[config.mk]
export PLATFORM = sky130hd
export DESIGN_NAME = uart_frame_parser_flat
export DESIGN_NICKNAME = d
export VERILOG_FILES = /design/src/rtl/uart_frame_parser_if.sv /design/src/rtl/uart_frame_parser.sv /design/src/flat_wrapper.sv
export SDC_FILE = /design/constraint.sdc
export NUM_CORES = 1
export LEC_CHECK = 0
export ABC_AREA = 1
export BUFFER_PORTS_ARGS = -buffer_cell sky130_fd_sc_hd__buf_2
export CAP_MARGIN = 10
export CORE_ASPECT_RATIO = 1.4
export CORE_MARGIN = 8
export CORE_UTILIZATION = 62
export DETAILED_ROUTE_END_ITERATION = 6
export GPL_TIMING_DRIVEN = 0
export HOLD_SLACK_MARGIN = 0.15
export PLACE_DENSITY_LB_ADDON = 0.08
export SLEW_MARGIN = 40
export SYNTH_ARGS = -nofsm -noshare
export SYNTH_HDL_FRONTEND = slang
export SYNTH_SLANG_ARGS = --single-unit
[constraint.sdc]
create_clock -name clk -period 3.35 [get_ports clk]
set_input_delay 0.5025 -clock clk [delete_from_list [all_inputs] [get_ports clk]]
set_output_delay 0.5025 -clock clk [all_outputs]
set_load 0.02 [all_outputs]
[src/rtl/uart_frame_parser_if.sv]
// Byte-stream interface of the UART frame parser: receiver side in, payload stream and status out.
interface uart_frame_parser_if;
    logic [7:0] rx_data;
    logic       rx_valid;
    logic       out_start;
    logic [7:0] out_data;
    logic       out_valid;
    logic       out_last;
    logic       out_ready;
    logic       out_abort;
    logic       frame_ok;
    logic       frame_err;
    logic [2:0] err_code;
    logic       busy;

    // Environment side: feeds receiver bytes and downstream backpressure.
    modport master (
        output rx_data, rx_valid, out_ready,
        input  out_start, out_data, out_valid, out_last, out_abort,
        input  frame_ok, frame_err, err_code, busy
    );

    // Parser side.
    modport slave (
        input  rx_data, rx_valid, out_ready,
        output out_start, out_data, out_valid, out_last, out_abort,
        output frame_ok, frame_err, err_code, busy
    );
endinterface

[src/rtl/uart_frame_parser.sv]
// Parses SOF/LEN/payload/XOR-checksum frames from a UART byte stream and queues
// the payload in a small FIFO for a downstream hash core.
module uart_frame_parser #(
    parameter int unsigned FIFO_DEPTH = 8,
    parameter int unsigned MAX_LEN    = 1024,
    parameter int unsigned TIMEOUT    = 500000
) (
    input  logic                clk,
    input  logic                rst,
    uart_frame_parser_if.slave  bus
);
    localparam int unsigned AW = (FIFO_DEPTH > 1) ? $clog2(FIFO_DEPTH) : 1;
    localparam int unsigned CW = AW + 1;
    localparam int unsigned TW = $clog2(TIMEOUT + 1);

    localparam logic [7:0] SOF     = 8'h01;
    localparam logic [2:0] ERR_LEN = 3'd1;
    localparam logic [2:0] ERR_OVF = 3'd2;
    localparam logic [2:0] ERR_CHK = 3'd3;
    localparam logic [2:0] ERR_TMO = 3'd4;

    typedef enum logic [2:0] {
        ST_IDLE,
        ST_LEN_HI,
        ST_LEN_LO,
        ST_PAYLOAD,
        ST_CHECK
    } state_t;

    state_t        state_q, state_d;
    logic [15:0]   len_q, len_d;
    logic [15:0]   rem_q, rem_d;
    logic [7:0]    chk_q, chk_d;
    logic [TW-1:0] tmo_q, tmo_d;

    logic          out_start_q, out_start_d;
    logic          out_abort_q, out_abort_d;
    logic          frame_ok_q, frame_ok_d;
    logic          frame_err_q, frame_err_d;
    logic [2:0]    err_code_q, err_code_d;
    logic          busy_q, busy_d;

    logic [8:0]    mem [FIFO_DEPTH];
    logic [AW-1:0] wr_ptr_q, rd_ptr_q;
    logic [CW-1:0] cnt_q;

    logic          fifo_empty_c, fifo_full_c, pop_c, push_c, flush_c;
    logic          tmo_hit_c, len_bad_c;
    logic [15:0]   len_full_c;
    logic [8:0]    head_c;

    assign fifo_empty_c = (cnt_q == '0);
    assign fifo_full_c  = (cnt_q == CW'(FIFO_DEPTH));
    assign pop_c        = !fifo_empty_c && bus.out_ready;
    assign head_c       = mem[rd_ptr_q];

    // Low byte of len_q is zero after LEN_HI, so OR-ing in rx_data forms the full length.
    assign len_full_c = len_q | {8'h00, bus.rx_data};
    assign len_bad_c  = (len_full_c == 16'd0) || (32'(len_full_c) > MAX_LEN);
    assign tmo_hit_c  = (state_q != ST_IDLE) && !bus.rx_valid && (tmo_q == TW'(TIMEOUT - 1));

    // Next-state, datapath and status-pulse decode.
    always_comb begin
        state_d     = state_q;
        len_d       = len_q;
        rem_d       = rem_q;
        chk_d       = chk_q;
        tmo_d       = (state_q == ST_IDLE || bus.rx_valid) ? '0 : tmo_q + TW'(1);
        out_start_d = 1'b0;
        out_abort_d = 1'b0;
        frame_ok_d  = 1'b0;
        frame_err_d = 1'b0;
        err_code_d  = err_code_q;
        push_c      = 1'b0;
        flush_c     = 1'b0;

        unique case (state_q)
            ST_IDLE: begin
                if (bus.rx_valid && bus.rx_data == SOF) begin
                    state_d = ST_LEN_HI;
                end
            end
            ST_LEN_HI: begin
                if (bus.rx_valid) begin
                    len_d   = {bus.rx_data, 8'h00};
                    state_d = ST_LEN_LO;
                end
            end
            ST_LEN_LO: begin
                if (bus.rx_valid) begin
                    len_d = len_full_c;
                    if (len_bad_c) begin
                        frame_err_d = 1'b1;
                        err_code_d  = ERR_LEN;
                        state_d     = ST_IDLE;
                    end else begin
                        rem_d       = len_full_c;
                        chk_d       = '0;
                        out_start_d = 1'b1;
                        state_d     = ST_PAYLOAD;
                    end
                end
            end
            ST_PAYLOAD: begin
                if (bus.rx_valid) begin
                    if (fifo_full_c && !pop_c) begin
                        frame_err_d = 1'b1;
                        err_code_d  = ERR_OVF;
                        out_abort_d = 1'b1;
                        flush_c     = 1'b1;
                        state_d     = ST_IDLE;
                    end else begin
                        push_c = 1'b1;
                        chk_d  = chk_q ^ bus.rx_data;
                        rem_d  = (rem_q != 16'd0) ? rem_q - 16'd1 : 16'd0;
                        if (rem_q == 16'd1) begin
                            state_d = ST_CHECK;
                        end
                    end
                end
            end
            ST_CHECK: begin
                if (bus.rx_valid) begin
                    if (bus.rx_data == chk_q) begin
                        frame_ok_d = 1'b1;
                    end else begin
                        frame_err_d = 1'b1;
                        err_code_d  = ERR_CHK;
                        out_abort_d = 1'b1;
                    end
                    state_d = ST_IDLE;
                end
            end
            default: begin
                state_d = ST_IDLE;
            end
        endcase

        // Inter-byte silence inside a frame voids it; queued payload is only dropped mid-payload.
        if (tmo_hit_c) begin
            state_d     = ST_IDLE;
            frame_err_d = 1'b1;
            err_code_d  = ERR_TMO;
            tmo_d       = '0;
            if (state_q == ST_PAYLOAD) begin
                out_abort_d = 1'b1;
                flush_c     = 1'b1;
            end
        end

        busy_d = (state_d != ST_IDLE);
    end

    // FSM state, frame registers and registered status outputs.
    always_ff @(posedge clk or posedge rst) begin
        if (rst) begin
            state_q     <= ST_IDLE;
            len_q       <= '0;
            rem_q       <= '0;
            chk_q       <= '0;
            tmo_q       <= '0;
            out_start_q <= 1'b0;
            out_abort_q <= 1'b0;
            frame_ok_q  <= 1'b0;
            frame_err_q <= 1'b0;
            err_code_q  <= '0;
            busy_q      <= 1'b0;
        end else begin
            state_q     <= state_d;
            len_q       <= len_d;
            rem_q       <= rem_d;
            chk_q       <= chk_d;
            tmo_q       <= tmo_d;
            out_start_q <= out_start_d;
            out_abort_q <= out_abort_d;
            frame_ok_q  <= frame_ok_d;
            frame_err_q <= frame_err_d;
            err_code_q  <= err_code_d;
            busy_q      <= busy_d;
        end
    end

    // FIFO pointers and occupancy; a flush empties the queue outright.
    always_ff @(posedge clk or posedge rst) begin
        if (rst) begin
            wr_ptr_q <= '0;
            rd_ptr_q <= '0;
            cnt_q    <= '0;
        end else if (flush_c) begin
            wr_ptr_q <= '0;
            rd_ptr_q <= '0;
            cnt_q    <= '0;
        end else begin
            if (push_c) begin
                wr_ptr_q <= wr_ptr_q + AW'(1);
            end
            if (pop_c) begin
                rd_ptr_q <= rd_ptr_q + AW'(1);
            end
            cnt_q <= cnt_q + CW'(push_c) - CW'(pop_c);
        end
    end

    // FIFO storage: {last flag, payload byte}.
    always_ff @(posedge clk) begin
        if (push_c) begin
            mem[wr_ptr_q] <= {(rem_q == 16'd1), bus.rx_data};
        end
    end

    assign bus.out_valid = !fifo_empty_c;
    assign bus.out_data  = fifo_empty_c ? 8'h00 : head_c[7:0];
    assign bus.out_last  = !fifo_empty_c && head_c[8];
    assign bus.out_start = out_start_q;
    assign bus.out_abort = out_abort_q;
    assign bus.frame_ok  = frame_ok_q;
    assign bus.frame_err = frame_err_q;
    assign bus.err_code  = err_code_q;
    assign bus.busy      = busy_q;
endmodule

[src/flat_wrapper.sv]
// flat-port wrapper written by rule: the top's interface ports become plain ports
module uart_frame_parser_flat 
#(
    parameter int unsigned FIFO_DEPTH = 8,
    parameter int unsigned MAX_LEN    = 1024,
    parameter int unsigned TIMEOUT    = 500000
)
  (clk, rst, bus_rx_data, bus_rx_valid, bus_out_ready, bus_out_start, bus_out_data, bus_out_valid, bus_out_last, bus_out_abort, bus_frame_ok, bus_frame_err, bus_err_code, bus_busy);
  uart_frame_parser_if bus_i ();
  input  logic clk;
  input  logic rst;
  input wire logic [$bits(bus_i.rx_data)-1:0] bus_rx_data;
  input wire logic [$bits(bus_i.rx_valid)-1:0] bus_rx_valid;
  input wire logic [$bits(bus_i.out_ready)-1:0] bus_out_ready;
  output wire logic [$bits(bus_i.out_start)-1:0] bus_out_start;
  output wire logic [$bits(bus_i.out_data)-1:0] bus_out_data;
  output wire logic [$bits(bus_i.out_valid)-1:0] bus_out_valid;
  output wire logic [$bits(bus_i.out_last)-1:0] bus_out_last;
  output wire logic [$bits(bus_i.out_abort)-1:0] bus_out_abort;
  output wire logic [$bits(bus_i.frame_ok)-1:0] bus_frame_ok;
  output wire logic [$bits(bus_i.frame_err)-1:0] bus_frame_err;
  output wire logic [$bits(bus_i.err_code)-1:0] bus_err_code;
  output wire logic [$bits(bus_i.busy)-1:0] bus_busy;
  assign bus_i.rx_data = bus_rx_data;
  assign bus_i.rx_valid = bus_rx_valid;
  assign bus_i.out_ready = bus_out_ready;
  assign bus_out_start = bus_i.out_start;
  assign bus_out_data = bus_i.out_data;
  assign bus_out_valid = bus_i.out_valid;
  assign bus_out_last = bus_i.out_last;
  assign bus_out_abort = bus_i.out_abort;
  assign bus_frame_ok = bus_i.frame_ok;
  assign bus_frame_err = bus_i.frame_err;
  assign bus_err_code = bus_i.err_code;
  assign bus_busy = bus_i.busy;
  uart_frame_parser #(.FIFO_DEPTH(FIFO_DEPTH), .MAX_LEN(MAX_LEN), .TIMEOUT(TIMEOUT)) u_core (.clk(clk), .rst(rst), .bus(bus_i));
endmodule
Word-level counts from Yosys, hierarchy flattened
Memories as Yosys holds them, arrays and structs flattened.
Cells that the tools add are included.

operators by class
  bitwise logic cells = 2
  $lt $le $gt $ge = 1
  eq/ne operators = 20
  reductions and logical operators = 25
  add/sub/neg operators = 6
  multiplexer cells = 65

operators by type and width
  kind                   number
  $mux 16                7
  $pmux 16 s2            2
  $mux 3                 19
  $mux 8                 5
  $mux 19                2
  $mux 1                 23
  $add 19x1->19 const B  1
  $eq 19x19->1 const B   1
  $eq 16x1->1 const B    1
  $gt 16x11->1 const B   1
  $logic_not 16->1       1
  $or 16x8->16           1
  $pmux 8 s2             1
  $reduce_bool 16->1     1
  $sub 16x1->16 const B  1
  $pmux 3 s5             1
  $ne 3x2->1 const B     4
  $ne 2x2->1 const B     5
  $pmux 3 s3             1
  $eq 8x1->1 const B     1
  $eq 8x8->1             1
  $reduce_bool 2->1      4
  $xor 8x8->8            1
  $reduce_and 7->1       1
  21 further kinds       33

storage, ports and cells
  input port bits = 12
  memories = 1
  memory bits (writable) = 72
  register bits after elaboration = 80

memory list
  name        words  width  rd ports  clocked after Yosys merged registers in  wr ports  RTL line                 source
  u_core.mem  8      9      1         0                                        1         uart_frame_parser.sv:43  logic [8:0] mem [FIFO_DEPTH];

Longest topological paths before layout
  depth after elaboration = 11
  mapped depth = 12
  mapped depth without buffers = 12

Worst setup path before layout
Ideal clock, no wire load.

  path kind = flip-flop to flip-flop
  from = reg u_core.cnt_q[2]
  to = mem u_core.mem[7][0], enable pin
  path slack = 1202 ps
  clock period less this slack = 2148 ps
  arrival = 1761 ps
  stages on the path, launching flop included = 10
  cells stage by stage = dfrtp_1 inv_1 ha_1 nand2_1 nand2_2 nand2_1 nand2_2 nor2_4 nand2_1 nor3_1

between the ends
  longest elaborated chain between the ends = 10

RTL lines
  what                              RTL line                  source
  from (decl)                       uart_frame_parser.sv:45   logic [CW-1:0] cnt_q;
  from (signal assigned)            uart_frame_parser.sv:200  cnt_q <= cnt_q + CW'(push_c) - CW'(pop_c);
  $logic_not 4->1                   uart_frame_parser.sv:52   assign fifo_empty_c = (cnt_q == '0);
  $logic_not 1->1                   uart_frame_parser.sv:54   assign pop_c = !fifo_empty_c && bus.out_ready;
  $logic_and 1x1->1                 uart_frame_parser.sv:54
  $logic_not 1->1                   uart_frame_parser.sv:106  if (fifo_full_c && !pop_c) begin
  $logic_and 1x1->1 (*)             uart_frame_parser.sv:106
  $mux 1 (*)                        uart_frame_parser.sv:106
  $mux 1 (*)                        uart_frame_parser.sv:105  if (bus.rx_valid) begin
  $mux 1 (*)                        uart_frame_parser.sv:77   unique case (state_q)
  $mux 1 (*)                        uart_frame_parser.sv:206  if (push_c) begin
  $mux 1 (implied by the code) (*)  uart_frame_parser.sv:207  mem[wr_ptr_q] <= {(rem_q == 16'd1), bus.rx_data};
  to (decl)                         uart_frame_parser.sv:43

Every way passes the cells marked *; elsewhere a longest branch is shown, timed or not.

Worst setup path in the final report
  from = reg u_core.rd_ptr_q[0]
  to = out bus_out_last

between the ends
  longest elaborated chain between the ends = 2

RTL lines
  what                    RTL line                  source
  from (decl)             uart_frame_parser.sv:44   logic [AW-1:0] wr_ptr_q, rd_ptr_q;
  from (signal assigned)  uart_frame_parser.sv:198  rd_ptr_q <= rd_ptr_q + AW'(1);
  $mem_v2 8x9             -
  $logic_and 1x1->1       uart_frame_parser.sv:213  assign bus.out_last = !fifo_empty_c && head_c[8];
  to (decl)               flat_wrapper.sv:18        output wire logic [$bits(bus_i.out_last)-1:0] bus_out_last;

No other way between the ends.

==> reports/summary.txt <==
Chip Width -> 110 microns
Placed Cells -> 1,069
Via density -> 5.79
top cell type's share of synthesized area -> 28.3%
drt first pass iters -> 6
global route total overflow -> 0
skew final -> 0.0100 ns
Cells after Synth -> 890
synthesized cell area -> 7650 sq um
Crit Path Max Fanout -> 10
largest net degree at the start of global routing -> 53
layout cells sized above 1 -> 11.4%
fin cells -> 1,102
clk slew on worst S/H paths -> 0.06 ns
P per Cell Area -> 723 nW/um^2
Yosys warning count -> 0
most frequent cells in the layout -> nand2_1, nor2_1, inv_1
Worst setup SP type -> flop
Pins Over Slew Limit -> 0
max-cap violations -> 0
Routed Antenna Nets -> 0
H-Tree Depth -> 4
count of final setup violators -> 0
Yosys top cell by area -> edfxtp_1
GP Congestion -> 0.931
met3 Resource Use GR -> 4.58%
Final WS setup -> 0.426 ns
max frequency -> 0.342 GHz
initial antenna violation count -> 0
CTS Buffer Depth -> 2
commonest non-fill, non-tap cell in the layout -> nand2_1
Hold/Removal Path Class -> in2reg
Yosys cell types -> 40
WL per Instance -> 17.9 microns
cell row count -> 48
Final Cycle Share -> 87.3%
# DRC -> 0
minimum clock period -> 2.92 ns
TritonCTS buffer count -> 17
clk_lat worst skew -> 0.43 ns
CTS tree -> yes
GR Layer Usage met1 -> 27.7%
Clock Sinks -> 152
slew of the pin with the lowest slew margin -> 0.804 ns
Post-Route WL -> 19.7 mm
Die Ht -> 147 microns
GRT Overall Usage -> 25.4%
FF+latch count, synth -> 152
overall power -> 6.27 mW
CP endpoint kind -> primary output
Initial Utilization -> 62.7%
Max-slew headroom -> 46.1%
full die area -> 16,200 sq um
Ant. Diodes -> 0
Area Growth Syn to Fin -> 13.4%
Setup CP Type -> reg2out
Vias -> 6,386
Iteration-0 DRC Markers -> 585
Leak -> 3.88 nW
final hold vios -> 0
post-layout util -> 71.1%
WP data arrival -> 2.42 ns
global-route wire length before repair -> 31.7 mm
top cells by area, synth -> edfxtp_1, dfrtp_1, nand2_1, nor2_1, nand3_1
IO buf count -> 28
syn nets -> 915
Worst Setup Slack post-DPL -> 0.774 ns
Net count, final -> 964
CORE AREA -> 12,200 sq um
Post-Syn Area per Cell -> 8.59 sq um
# IOs -> 30
CTS root buf -> clkbuf_16
RSZ-0062 raised after global routing -> no
layer with the highest usage -> met2
HPWL after detailed placement -> 13.8 mm
status -> finished clean
Critical Path RT -> 2.85 ns
vias in the first global route -> 6,466
worst vdd ir -> 0.374 mV
sequential area share after synthesis -> 54.5%
M2 GR Usage -> 45.2%
==> registers in the layout, indices dropped and copies added, names as in the netlist <==
register	cells
u_core.bus.out_abort	1
u_core.wr_ptr_q	3
u_core.bus.frame_err	1
u_core.len_q	16
u_core.bus.out_start	1
u_core.rem_q	16
u_core.state_q	3
u_core.mem	72
u_core.bus.busy	1
u_core.tmo_q	19
u_core.chk_q	8
u_core.cnt_q	4
u_core.rd_ptr_q	3
u_core.bus.err_code	3
u_core.bus.frame_ok	1
==> worst paths after layout <==
path                       depth (start not counted)                                from                                 end  slack (ns)
min                                                4                       bus_out_ready      u_core.rd_ptr_q[0]$_DFFE_PP0P_        0.43
min in group asynchronous                          3                                 rst           u_core.tmo_q[4]$_DFF_PP0_        0.58
max reg2reg                                       10           u_core.cnt_q[2]$_DFF_PP0_          u_core.mem[6][8]$_DFFE_PP_        0.89
max                                                8      u_core.rd_ptr_q[0]$_DFFE_PP0P_                        bus_out_last        0.43
min reg2reg                                        2  u_core.bus.err_code[2]$_DFFE_PP0P_  u_core.bus.err_code[2]$_DFFE_PP0P_        0.49
max in group asynchronous                          4                                 rst      u_core.rd_ptr_q[1]$_DFFE_PP0P_        2.22
==> worst max-delay path, stage by stage (launching register included) <==
cell	delay [ns]
dfrtp_1	0.40
buf_2	0.20
inv_2	0.19
buf_1	0.47
nor2_1	0.08
o32ai_1	0.15
nor2_1	0.14
nor2_1	0.18
buf_2	0.19
==> cell families (layout without fill, tap and decap cells) <==
kind of cell,count (synthesis),in the layout,synth area share [%]
AND/OR/NAND/NOR,494,494,27.4
flip-flops,152,152,54.5
buffers and inverters,116,178,6.14
AO/OA/AOI/OAI,102,102,8.26
adder cells (fa/ha/maj),13,13,2.23
XOR/XNOR,13,13,1.49
==> per-stage QoR <==
stage	hold slack, ns	setup TNS (ns)	cell area (sq um)
final	0.432	0	8670
after global routing	0.447	0	8670
after CTS	0.416	0	8660
after detailed placement	0.469	0	8010
after global placement	0.456	-11.88	7970
after floorplan	0.462	0	7650
==> power by group <==
group          switching, mW  internal [mW]  total (mW)
logic                   1.25          0.639        1.89
registers              0.175           2.15        2.33
clock network          0.846           1.20        2.05
==> Yosys cell counts <==
cell type / instances
buf_2: 9
or2_2: 2
xnor2_1: 4
o31ai_1: 4
buf_1: 4
ha_1: 12
edfxtp_1: 72
a21o_1: 2
o21bai_1: 1
o21a_1: 4
buf_6: 2
nand3_2: 2
nor2_4: 2
o22ai_1: 7
nand3_1: 70
fa_1: 1
nand2_1: 203
o21ai_4: 1
nor2_2: 2
a31o_2: 1
nand2_2: 5
a21oi_1: 13
o32ai_1: 18
clkbuf_1: 8
a31oi_1: 2
nor2_1: 167
nor3_2: 2
nor3_1: 21
o21ai_0: 48
inv_1: 84
nand4_1: 12
nand4_2: 1
nor3b_1: 2
or2_4: 1
nand2_4: 2
buf_4: 2
o21ai_1: 1
inv_2: 7
dfrtp_1: 80
xor2_1: 9
==> timing repair <==
item                                   in CTS  in global routing
buffers inserted                            0                  0
gates resized for setup                     0                  0
endpoints found under the hold margin      28                  0
hold buffers                                1                  0
==> cell type report <==
cell class,count,area [sq um]
buffer,25,128
fill,976,3520
sequential,152,4160
inverter,91,347
clock buffer,17,425
multi-input combinational,622,3030
timing repair buffer,30,178
clock inverter,15,209
tap,150,188
==> layer usage <==
layer / up-vias / share of wire, %
met4: 0 / 3.7
met1: 3054 / 37
met3: 55 / 5.0
met5: - / 0
met2: 225 / 54
li1: 3052 / -
Power figures use the tool's default switching activity.
